<file path="src/rtl/seg_scan_ctrl_pkg.sv">
// seg_pkg: shared definitions for the seven-segment scan controller.
//   SEG_W        segment bus width (a..g)
//   SEG_OFF      active-low "all segments dark" pattern
//   MAX_DIGITS   widest display the controller is built for
//   an_all_off() all-anodes-off pattern, sliced to width by the user
//   digit_t      per-digit record {nibble, blank, dp}, used for staging and shadow
package seg_pkg;

    localparam int MAX_DIGITS = 8;
    localparam int SEG_W      = 7;

    localparam logic [SEG_W-1:0] SEG_OFF = 7'h7F;

    typedef struct packed {
        logic [3:0] nibble;
        logic       blank;
        logic       dp;
    } digit_t;

    // Anodes are active-low, so "everything off" is all ones.
    function automatic logic [MAX_DIGITS-1:0] an_all_off();
        return '1;
    endfunction

endpackage

</file>
<file path="src/rtl/seg_scan_ctrl_if.sv">
// seg_scan_if: application-side bus plus display pins of seg_scan_ctrl.
//   value_in / blank_in / dp_in  display data captured on load
//   load                          one-cycle capture strobe
//   load_ack                      one-cycle pulse when the capture is committed
//   frame_start                   one-cycle pulse at the start of digit 0's slot
//   an / seg / dp                 active-low anode, segment and decimal-point pins
// master: the application datapath. slave: the scan controller.
interface seg_scan_if
    import seg_pkg::*;
#(
    parameter int DIGITS = 4
);

    logic [4*DIGITS-1:0] value_in;
    logic [DIGITS-1:0]   blank_in;
    logic [DIGITS-1:0]   dp_in;
    logic                load;
    logic                load_ack;
    logic                frame_start;
    logic [DIGITS-1:0]   an;
    logic [SEG_W-1:0]    seg;
    logic                dp;

    modport master (
        output value_in, blank_in, dp_in, load,
        input  load_ack, frame_start, an, seg, dp
    );

    modport slave (
        input  value_in, blank_in, dp_in, load,
        output load_ack, frame_start, an, seg, dp
    );

endinterface

</file>
<file path="src/rtl/seg_scan_ctrl_hex7seg.sv">
// hex7seg: hex digit to active-low seven-segment pattern (seg_n[0] = a).
//   code   [4:0]  bit 4 set means "no glyph", bits 3:0 are the hex digit
//   seg_n  [6:0]  active-low segments a..g
module hex7seg
    import seg_pkg::*;
(
    input  logic [4:0]       code,
    output logic [SEG_W-1:0] seg_n
);

    // Plain lookup; codes with bit 4 set leave every segment dark.
    always_comb begin
        seg_n = SEG_OFF;
        if (!code[4]) begin
            case (code[3:0])
                4'h0:    seg_n = 7'h40;
                4'h1:    seg_n = 7'h79;
                4'h2:    seg_n = 7'h24;
                4'h3:    seg_n = 7'h30;
                4'h4:    seg_n = 7'h19;
                4'h5:    seg_n = 7'h12;
                4'h6:    seg_n = 7'h02;
                4'h7:    seg_n = 7'h78;
                4'h8:    seg_n = 7'h00;
                4'h9:    seg_n = 7'h10;
                4'hA:    seg_n = 7'h08;
                4'hB:    seg_n = 7'h03;
                4'hC:    seg_n = 7'h46;
                4'hD:    seg_n = 7'h21;
                4'hE:    seg_n = 7'h06;
                default: seg_n = 7'h0E;
            endcase
        end
    end

endmodule

</file>
<file path="src/rtl/seg_scan_ctrl.sv">
// seg_scan_ctrl: time-multiplexed scan controller for a common-anode
// seven-segment display. One digit per dwell slot, anodes off for the first
// GAP_CYCLES of each slot, new values double-buffered and committed only at
// frame boundaries.
//   clk, rst  clock and synchronous active-high reset
//   bus       seg_scan_if.slave (data/load in, load_ack/frame_start/an/seg/dp out)
// Optional feature macro: SEG_SCAN_LEADZ_BLANK_EN -- when defined, leading
// zero digits (never digit 0) are auto-blanked at commit.
module seg_scan_ctrl
    import seg_pkg::*;
#(
    parameter int DIGITS      = 4,
    parameter int SLOT_CYCLES = 100000,
    parameter int GAP_CYCLES  = 2000
)(
    input  logic     clk,
    input  logic     rst,
    seg_scan_if.slave bus
);

    localparam int CW = $clog2(SLOT_CYCLES);
    localparam int IW = (DIGITS > 1) ? $clog2(DIGITS) : 1;

    localparam logic [CW-1:0]         SLOT_LAST = CW'(SLOT_CYCLES - 1);
    localparam logic [CW-1:0]         GAP_C     = CW'(GAP_CYCLES);
    localparam logic [IW-1:0]         IDX_LAST  = IW'(DIGITS - 1);
    localparam logic [MAX_DIGITS-1:0] AN_OFF_W  = an_all_off();
    localparam logic [DIGITS-1:0]     AN_OFF    = AN_OFF_W[DIGITS-1:0];

    logic [CW-1:0]     cnt;
    logic [IW-1:0]     idx;
    logic              pending;
    digit_t            staging    [DIGITS];
    digit_t            shadow     [DIGITS];
    digit_t            commit_val [DIGITS];

    logic              slot_end;
    logic              boundary;
    logic              in_gap;
    digit_t            cur;
    logic [SEG_W-1:0]  dec_seg;
    logic [DIGITS-1:0] an_next;
    logic [SEG_W-1:0]  seg_next;
    logic              dp_next;

`ifdef SEG_SCAN_LEADZ_BLANK_EN
    logic              lead;
`endif

    // Single shared decoder, always pointed at the digit currently scanned.
    hex7seg u_hex7seg (
        .code  ({1'b0, cur.nibble}),
        .seg_n (dec_seg)
    );

    // Scan-position decode and the pin values for the current position.
    // During the guard interval everything is dark; a blanked digit keeps its
    // anode off but still shows its decimal point setting on dp.
    always_comb begin
        slot_end = (cnt == SLOT_LAST);
        boundary = slot_end && (idx == IDX_LAST);
        in_gap   = (cnt < GAP_C);
        cur      = shadow[idx];
        an_next  = AN_OFF;
        seg_next = SEG_OFF;
        dp_next  = 1'b1;
        if (!in_gap) begin
            dp_next = ~cur.dp;
            if (!cur.blank) begin
                an_next[idx] = 1'b0;
                seg_next     = dec_seg;
            end
        end
    end

    // Value that gets copied into the shadow at a commit. With leading-zero
    // blanking enabled, zeros from the top digit downward are forced dark until
    // the first non-zero digit; digit 0 is left alone so "0" still displays.
    always_comb begin
        for (int i = 0; i < DIGITS; i++) begin
            commit_val[i] = staging[i];
        end
`ifdef SEG_SCAN_LEADZ_BLANK_EN
        lead = 1'b1;
        for (int i = DIGITS - 1; i >= 1; i--) begin
            lead = lead && (staging[i].nibble == 4'h0);
            if (lead) begin
                commit_val[i].blank = 1'b1;
            end
        end
`endif
    end

    // Scan counters, double buffer and registered outputs. The commit reads the
    // old staging content, so a load landing on the boundary cycle is kept in
    // staging with pending still set and goes out one frame later.
    always_ff @(posedge clk) begin
        if (rst) begin
            cnt             <= '0;
            idx             <= '0;
            pending         <= 1'b0;
            for (int i = 0; i < DIGITS; i++) begin
                staging[i] <= '0;
                shadow[i]  <= '0;
            end
            bus.an          <= AN_OFF;
            bus.seg         <= SEG_OFF;
            bus.dp          <= 1'b1;
            bus.load_ack    <= 1'b0;
            bus.frame_start <= 1'b0;
        end else begin
            if (slot_end) begin
                cnt <= '0;
                idx <= (idx == IDX_LAST) ? '0 : idx + IW'(1);
            end else begin
                cnt <= cnt + CW'(1);
            end

            bus.load_ack <= boundary && pending;
            if (boundary && pending) begin
                for (int i = 0; i < DIGITS; i++) begin
                    shadow[i] <= commit_val[i];
                end
                pending <= 1'b0;
            end

            if (bus.load) begin
                pending <= 1'b1;
                for (int i = 0; i < DIGITS; i++) begin
                    staging[i] <= {bus.value_in[4*i +: 4], bus.blank_in[i], bus.dp_in[i]};
                end
            end

            bus.an          <= an_next;
            bus.seg         <= seg_next;
            bus.dp          <= dp_next;
            bus.frame_start <= (cnt == '0) && (idx == '0);
        end
    end

endmodule

</file>
<file path="src/flat_wrapper.sv">
// flat-port wrapper written by rule: the top's interface ports become plain ports
module seg_scan_ctrl_flat import seg_pkg::*;
#(
    parameter int DIGITS      = 4,
    parameter int SLOT_CYCLES = 100000,
    parameter int GAP_CYCLES  = 2000
)
  (clk, rst, bus_value_in, bus_blank_in, bus_dp_in, bus_load, bus_load_ack, bus_frame_start, bus_an, bus_seg, bus_dp);
  seg_scan_if #(.DIGITS(DIGITS)) bus_i ();
  input  logic clk;
  input  logic rst;
  input wire logic [$bits(bus_i.value_in)-1:0] bus_value_in;
  input wire logic [$bits(bus_i.blank_in)-1:0] bus_blank_in;
  input wire logic [$bits(bus_i.dp_in)-1:0] bus_dp_in;
  input wire logic [$bits(bus_i.load)-1:0] bus_load;
  output wire logic [$bits(bus_i.load_ack)-1:0] bus_load_ack;
  output wire logic [$bits(bus_i.frame_start)-1:0] bus_frame_start;
  output wire logic [$bits(bus_i.an)-1:0] bus_an;
  output wire logic [$bits(bus_i.seg)-1:0] bus_seg;
  output wire logic [$bits(bus_i.dp)-1:0] bus_dp;
  assign bus_i.value_in = bus_value_in;
  assign bus_i.blank_in = bus_blank_in;
  assign bus_i.dp_in = bus_dp_in;
  assign bus_i.load = bus_load;
  assign bus_load_ack = bus_i.load_ack;
  assign bus_frame_start = bus_i.frame_start;
  assign bus_an = bus_i.an;
  assign bus_seg = bus_i.seg;
  assign bus_dp = bus_i.dp;
  seg_scan_ctrl #(.DIGITS(DIGITS), .SLOT_CYCLES(SLOT_CYCLES), .GAP_CYCLES(GAP_CYCLES)) u_core (.clk(clk), .rst(rst), .bus(bus_i));
endmodule
</file>
<file path="config.mk">
export PLATFORM = sky130hd
export DESIGN_NAME = seg_scan_ctrl_flat
export DESIGN_NICKNAME = d
export VERILOG_FILES = /design/src/rtl/seg_scan_ctrl_pkg.sv /design/src/rtl/seg_scan_ctrl_if.sv /design/src/rtl/seg_scan_ctrl_hex7seg.sv /design/src/rtl/seg_scan_ctrl.sv /design/src/flat_wrapper.sv
export SDC_FILE = /design/constraint.sdc
export NUM_CORES = 1
export LEC_CHECK = 0
export CAP_MARGIN = 20
export CORE_UTILIZATION = 30
export DETAILED_ROUTE_END_ITERATION = 7
export PLACE_DENSITY = 0.53
export SYNTH_ARGS = -nofsm -noshare
export SYNTH_HDL_FRONTEND = slang
export SYNTH_SLANG_ARGS = --single-unit
</file>
<file path="constraint.sdc">
create_clock -name clk -period 11.2 [get_ports clk]
set_input_delay 2.24 -clock clk [delete_from_list [all_inputs] [get_ports clk]]
set_output_delay 2.24 -clock clk [all_outputs]
set_load 0.03 [all_outputs]
</file>
Word level (Yosys, flattened, before mapping)
Memories as Yosys holds them, arrays and structs flattened. A register that Yosys moved wholly into a read port is not among the register bits.
Cells that the tools add are included.

word-level totals
  register bits after elaboration = 27
  memories = 3
  word-level logic and storage cells = 60
  input port bits = 27
  output and inout port bits = 14
  ROM bits = 112
  latch bits = 0
  RAM bits = 48

memory list
  name             words  bits a word  rd ports  clocked after memory_dff  wr ports  RTL line                     source
  (no name shown)  16     7            1         1                         0         seg_scan_ctrl_hex7seg.sv:15  case (code[3:0])
  u_core.shadow    4      6            1         1                         4         seg_scan_ctrl.sv:34          digit_t shadow [DIGITS];
  u_core.staging   4      6            4         0                         4         seg_scan_ctrl.sv:33          digit_t staging [DIGITS];

cells by class
  reductions and logical operators = 10
  add/subtract/negate cells = 2
  shift-type cells = 0
  $lt $le $gt $ge = 3
  eq/ne operators = 2
  muxes and demuxes = 23
  div/mod/pow operators = 0
  multiply operators = 0
  bitwise operators = 10

operators with widths
  operator                                                            count
  2-to-1 mux 6 bit                                                    8
  adder 17 x 1 -> 17 bit (second input constant)                      1
  == test 17 bit (second input constant)                              1
  logical NOT 17 bit                                                  1
  < comparator 17 x 11 -> 1 bit (second input constant)               1
  2-to-1 mux 1 bit                                                    11
  bitwise OR 1 bit                                                    8
  2-to-1 mux 2 bit                                                    3
  logical AND 1 bit                                                   4
  NOT 4 bit                                                           1
  OR reduction 2 bit                                                  2
  < comparator 2 x 3 -> 1 bit (second input constant)                 1
  OR reduction 3 bit                                                  1
  adder 2 x 1 -> 2 bit (second input constant)                        1
  demux 1 bit (select 2 bit)                                          1
  == test 2 bit (second input constant)                               1
  greater-or-equal comparator 2 x 1 -> 1 bit (second input constant)  1
  logical NOT 2 bit                                                   1
  nonzero test 2 bit                                                  1
  NOT 1 bit                                                           1

Longest topological paths before layout
  depth after elaboration = 7
  gate-level depth with buffers = 7
  gate-level depth less buffers = 6

Modules after synthesis
A second synthesis with hierarchy kept.

unflattened totals
  cell total of the unflattened synthesis = 305
  area, all modules = 3701.0 um^2

modules (own cells, without submodules)
  module         times used  sequential area each (um^2)  cells an instance  area an instance (um^2)
  seg_scan_ctrl  1           2162.1                       270                3405.8
  hex7seg        1           0.0                          35                 295.3

Least setup slack after synthesis
OpenSTA, ideal clock, no wires.

  path kind = reg2reg
  start point = register u_core.cnt[6]
  end point = memory u_core.shadow[0][0] in the netlist's numbering (enable)
  clock period less this slack = 3.800 ns
  arrival time = 3.358 ns
  cell stages (with the launch flop) = 5
  path slack = 7.400 ns
  library setup time = 0.442 ns
  data required time = 10.758 ns
  path buffers = 1
  cells stage by stage = dfxtp_1 -> or4b_1 -> or4_1 -> buf_4 -> o31ai_1

RTL lines
  element                 RTL line              source
  start, declared         seg_scan_ctrl.sv:30   logic [CW-1:0] cnt;
  start signal, assigned  seg_scan_ctrl.sv:116  cnt <= cnt + CW'(1);
  end, declared           seg_scan_ctrl.sv:34

==> impl_table.tex <==
\begin{tabular}{lr}
\hline
Metric & Value \\
\hline
\multicolumn{2}{l}{\textbf{Status}} \\
Status & completed \\
\multicolumn{2}{l}{\textbf{STA}} \\
Setup TNS Final & 0 ns \\
Maximum clock skew at final layout & around 0.008 ns \\
Total of endpoints with negative setup slack in the final report & 0 \\
Minimum period implied by the final worst setup slack & 3.99 ns \\
Number of pins with negative max-slew slack in the final report & 0 \\
Count of endpoints failing hold in the final timing report & 0 \\
Share of the clock period used by the worst path after layout & between 30\% and 40\% \\
Rel. slew slack & 38.9\% \\
Tightest Pin Transition & just over 0.9 ns \\
RSZ-0062 raised after global routing & no \\
Maximum clock frequency & around 250 MHz \\
\multicolumn{2}{l}{\textbf{Setup path}} \\
Arr. time, crit path & 3.95 ns \\
Setup crit end kind & register \\
Cell-by-cell trace of the critical path & clkdlybuf4s50\_1 -> inv\_2 -> nand2\_1 \\
Critical Path Source & rst \\
Crit-path max FO & 28 \\
Highest-delay cell along the critical path & nand2\_1 \\
Reg2reg start & u\_core.cnt[6] \\
Path type of the worst setup path & primary input to register \\
Maximum single-stage delay on the critical path & approximately 0.75 ns \\
Data required, critical path & 11.16 ns \\
Type of element launching the critical path & primary input \\
\multicolumn{2}{l}{\textbf{Final layout}} \\
End-of-flow core utilization & a little under two fifths \\
Antenna diode instance count & 0 \\
Filler cell count & about 1100 \\
Finished layout cell area & 0.00455 mm² \\
Proportion of layout cells with a drive suffix above 1 & 12.6\% \\
Layout overhead on the synthesized area & 23.7\% \\
Non-filler instance count after layout & 495 \\
Net count of the finished layout & between 300 and 400 \\
\multicolumn{2}{l}{\textbf{Synth}} \\
Synth Area in Adders & 4.09\% \\
Top\_reg\_cell synth & edfxtp\_1 \\
Post-synthesis cell type count & 43 \\
Fraction of the mapped netlist area in simple logic gates & 19.1\% \\
Combinational family with the most area after synthesis & simple AND/OR/NAND/NOR gates \\
Main area contributors after synthesis & edfxtp\_1 39\%, dfxtp\_1 20\%, and3\_1 4.1\% \\
Average cell area after synthesis & approximately 12 µm² \\
Xor and xnor area share after synthesis & 2.86\% \\
Async set or reset register ratio after synthesis & 0\% \\
Proportion of synthesized area in mux cells & under 10\% \\
Most used standard cells in the synthesized netlist & 48 x edfxtp\_1, 36 x dfxtp\_1, 24 x and3\_1 \\
Post-Synthesis Cell Area & $\sim$0.0037 mm² \\
Sequential fraction of the synthesis area & just under 60\% \\
Total number of yosys warnings & 0 \\
Most numerous cell in the Yosys netlist & edfxtp\_1 \\
Cell count after synthesis & 303 \\
Total nets after synthesis & $\sim$340 \\
\#FFs+latches synth & 84 \\
Synth area leader & edfxtp\_1 \\
EDFF count, synth & 48 \\
Synthesized-area fraction occupied by ao, oa, aoi and oai cells & 5.52\% \\
Fraction of post-synthesis cell area in the top cell type by area & roughly two fifths \\
\multicolumn{2}{l}{\textbf{Global routing}} \\
Vias in the first global route & roughly 2100 \\
Sum of overflow across all layers after global routing & 0 \\
Global-route usage over all layers & 10.8\% \\
Wire length of the first global-routing pass & 10500 µm \\
Number of antenna violations at the first check in global routing & 0 \\
Pin count of the biggest net entering global routing & 29 \\
\multicolumn{2}{l}{\textbf{Detailed routing}} \\
Detailed-route vias per instance & 4.57 \\
Total via count after detailed routing & 2262 \\
Remaining design rule violation count & 0 \\
Violation count after the first detailed-routing iteration & 98 \\
Final wirelength & 6310 µm \\
Router iterations before antenna repair & 4 \\
Routed length per placed instance & 12.7 µm \\
Final ANT Viol Nets & 0 \\
\multicolumn{2}{l}{\textbf{Floorplanning}} \\
Ports & 41 \\
Standard-cell rows & 40 \\
Core area & 0.0120 mm² \\
Full die area & 0.0127 mm² \\
Starting utilization of the core area & 30.7\% \\
Chip Width & 113 µm \\
Vert. Die Dim & 113 µm \\
\multicolumn{2}{l}{\textbf{CTS}} \\
Clock Tree Buf Depth & 2 \\
Clk pin slew, worst setup/hold paths & $\sim$0.06 ns \\
Clock latency at the later pin of the worst-skew pair & $\sim$0.34 ns \\
Clk sink count & 84 \\
CTS resizes & 0 \\
Total CTS buffers & 9 \\
Cell at the root of the clock tree & clkbuf\_16 \\
Number of hold buffers added after cts & 0 \\
CTS H-Tree Depth & 3 \\
Clock tree from TritonCTS & yes \\
Number of buffers inserted by post-CTS setup repair & 0 \\
\multicolumn{2}{l}{\textbf{Placed design}} \\
Port Buf Inserts & 40 \\
Number of instances in the placed design & approximately 480 \\
Area after DPL & 0.00421 mm² \\
Detail Placement HPWL & 4400 µm \\
Final GP Congestion & 0.759 \\
\multicolumn{2}{l}{\textbf{Min path}} \\
Hold Path Class & register to register \\
Startpoint of the most critical hold path & u\_core.cnt[0] \\
\multicolumn{2}{l}{\textbf{Pwr}} \\
PD cells & roughly 150 mW/mm² \\
Leak Pwr & 1.66 nW \\
Overall Power & around 700 µW \\
Peak supply drop & a little over 60 µV \\
\multicolumn{2}{l}{\textbf{Flow run}} \\
Max-cap check violation count & 0 \\
\hline
\end{tabular}
## kinds of logic after synthesis
family,after synthesis
and+or+nand+nor,120
muxes,15
AOI/OAI and AO/OA,31
buffers and inverters,29
xor gates and xnor gates,12
adders and majority gates,12
DFF,84
## cell type report
type / count / area (µm²) / share of cell area [%]
flip-flops and latches: 84 / 2160 / 47.6
multi-input cells: 190 / 1390 / 30.6
repair buffers: 42 / 423 / 9.30
inverters: 16 / 60.1 / 1.32
clock buffers: 10 / 229 / 5.04
well taps: 147 / 184 / 4.05
clock inverters: 6 / 96.3 / 2.12
## per-layer routing
| layer | global-route usage [%] | wire length, µm | up-vias |
|---|---|---|---|
| li1 | - | - | 1169 |
| met1 | 14.2 | 3220 | 1043 |
| met2 | 16.0 | 2730 | 44 |
| met3 | 3.78 | 291 | 6 |
| met4 | 4.53 | 75 | 0 |
| met5 | 0 | 0 | - |
## cells in the final DEF (no fill, tap or decap), types with 7 or more instances in the layout
master and count:
edfxtp_1 48, clkdlybuf4s50_1 40, dfxtp_1 36, and3_1 24
nor2_1 18, nand2_1 16, inv_1 15, and2_2 14
and2_1 12, ha_1 12, xnor2_1 10, a21oi_1 9
clkbuf_16 9, mux2i_1 7
## flip-flops by register name, indices dropped and copies added (netlist names), named ones only
signal                  count
u_core.pending              1
u_core.bus.load_ack         1
u_core.cnt                 17
u_core.bus.frame_start      1
u_core.shadow              24
u_core.staging             24
u_core.idx                  2
u_core.bus.an               4
u_core.bus.seg              7
u_core.bus.dp               1
## worst max-delay path: cells and delay by family
kind | cells | cell delay, ns
buffers and inverters | 2 | 0.95
AND/OR/NAND/NOR | 1 | 0.75
## power by group
part           switching (mW)  total (mW)  internal [mW]
Clock                   0.124       0.322          0.198
Combinational          0.0168      0.0347         0.0179
Sequential            0.00414       0.343          0.339
## stage by stage
stage | hold WS [ns] | worst slack (ns)
2_1_floorplan | 0.430 | 7.40
3_3_place_gp | 0.443 | 6.82
4_1_cts | 0.482 | 7.18
5_1_grt | 0.515 | 7.07
3_5_place_dp | 0.469 | 6.82
6_report | 0.472 | 7.21
## path summary, 6_finish.rpt
check	slack (ns)	cells past startpoint	endpoint
setup / recovery	7.21	3	u_core.staging[2][2]
hold reg to reg	0.47	1	u_core.cnt[0]
hold / removal	0.47	1	u_core.cnt[0]
setup reg to reg	8.42	4	u_core.shadow[0][2]
Note: power is estimated with default switching activity, not from simulation.
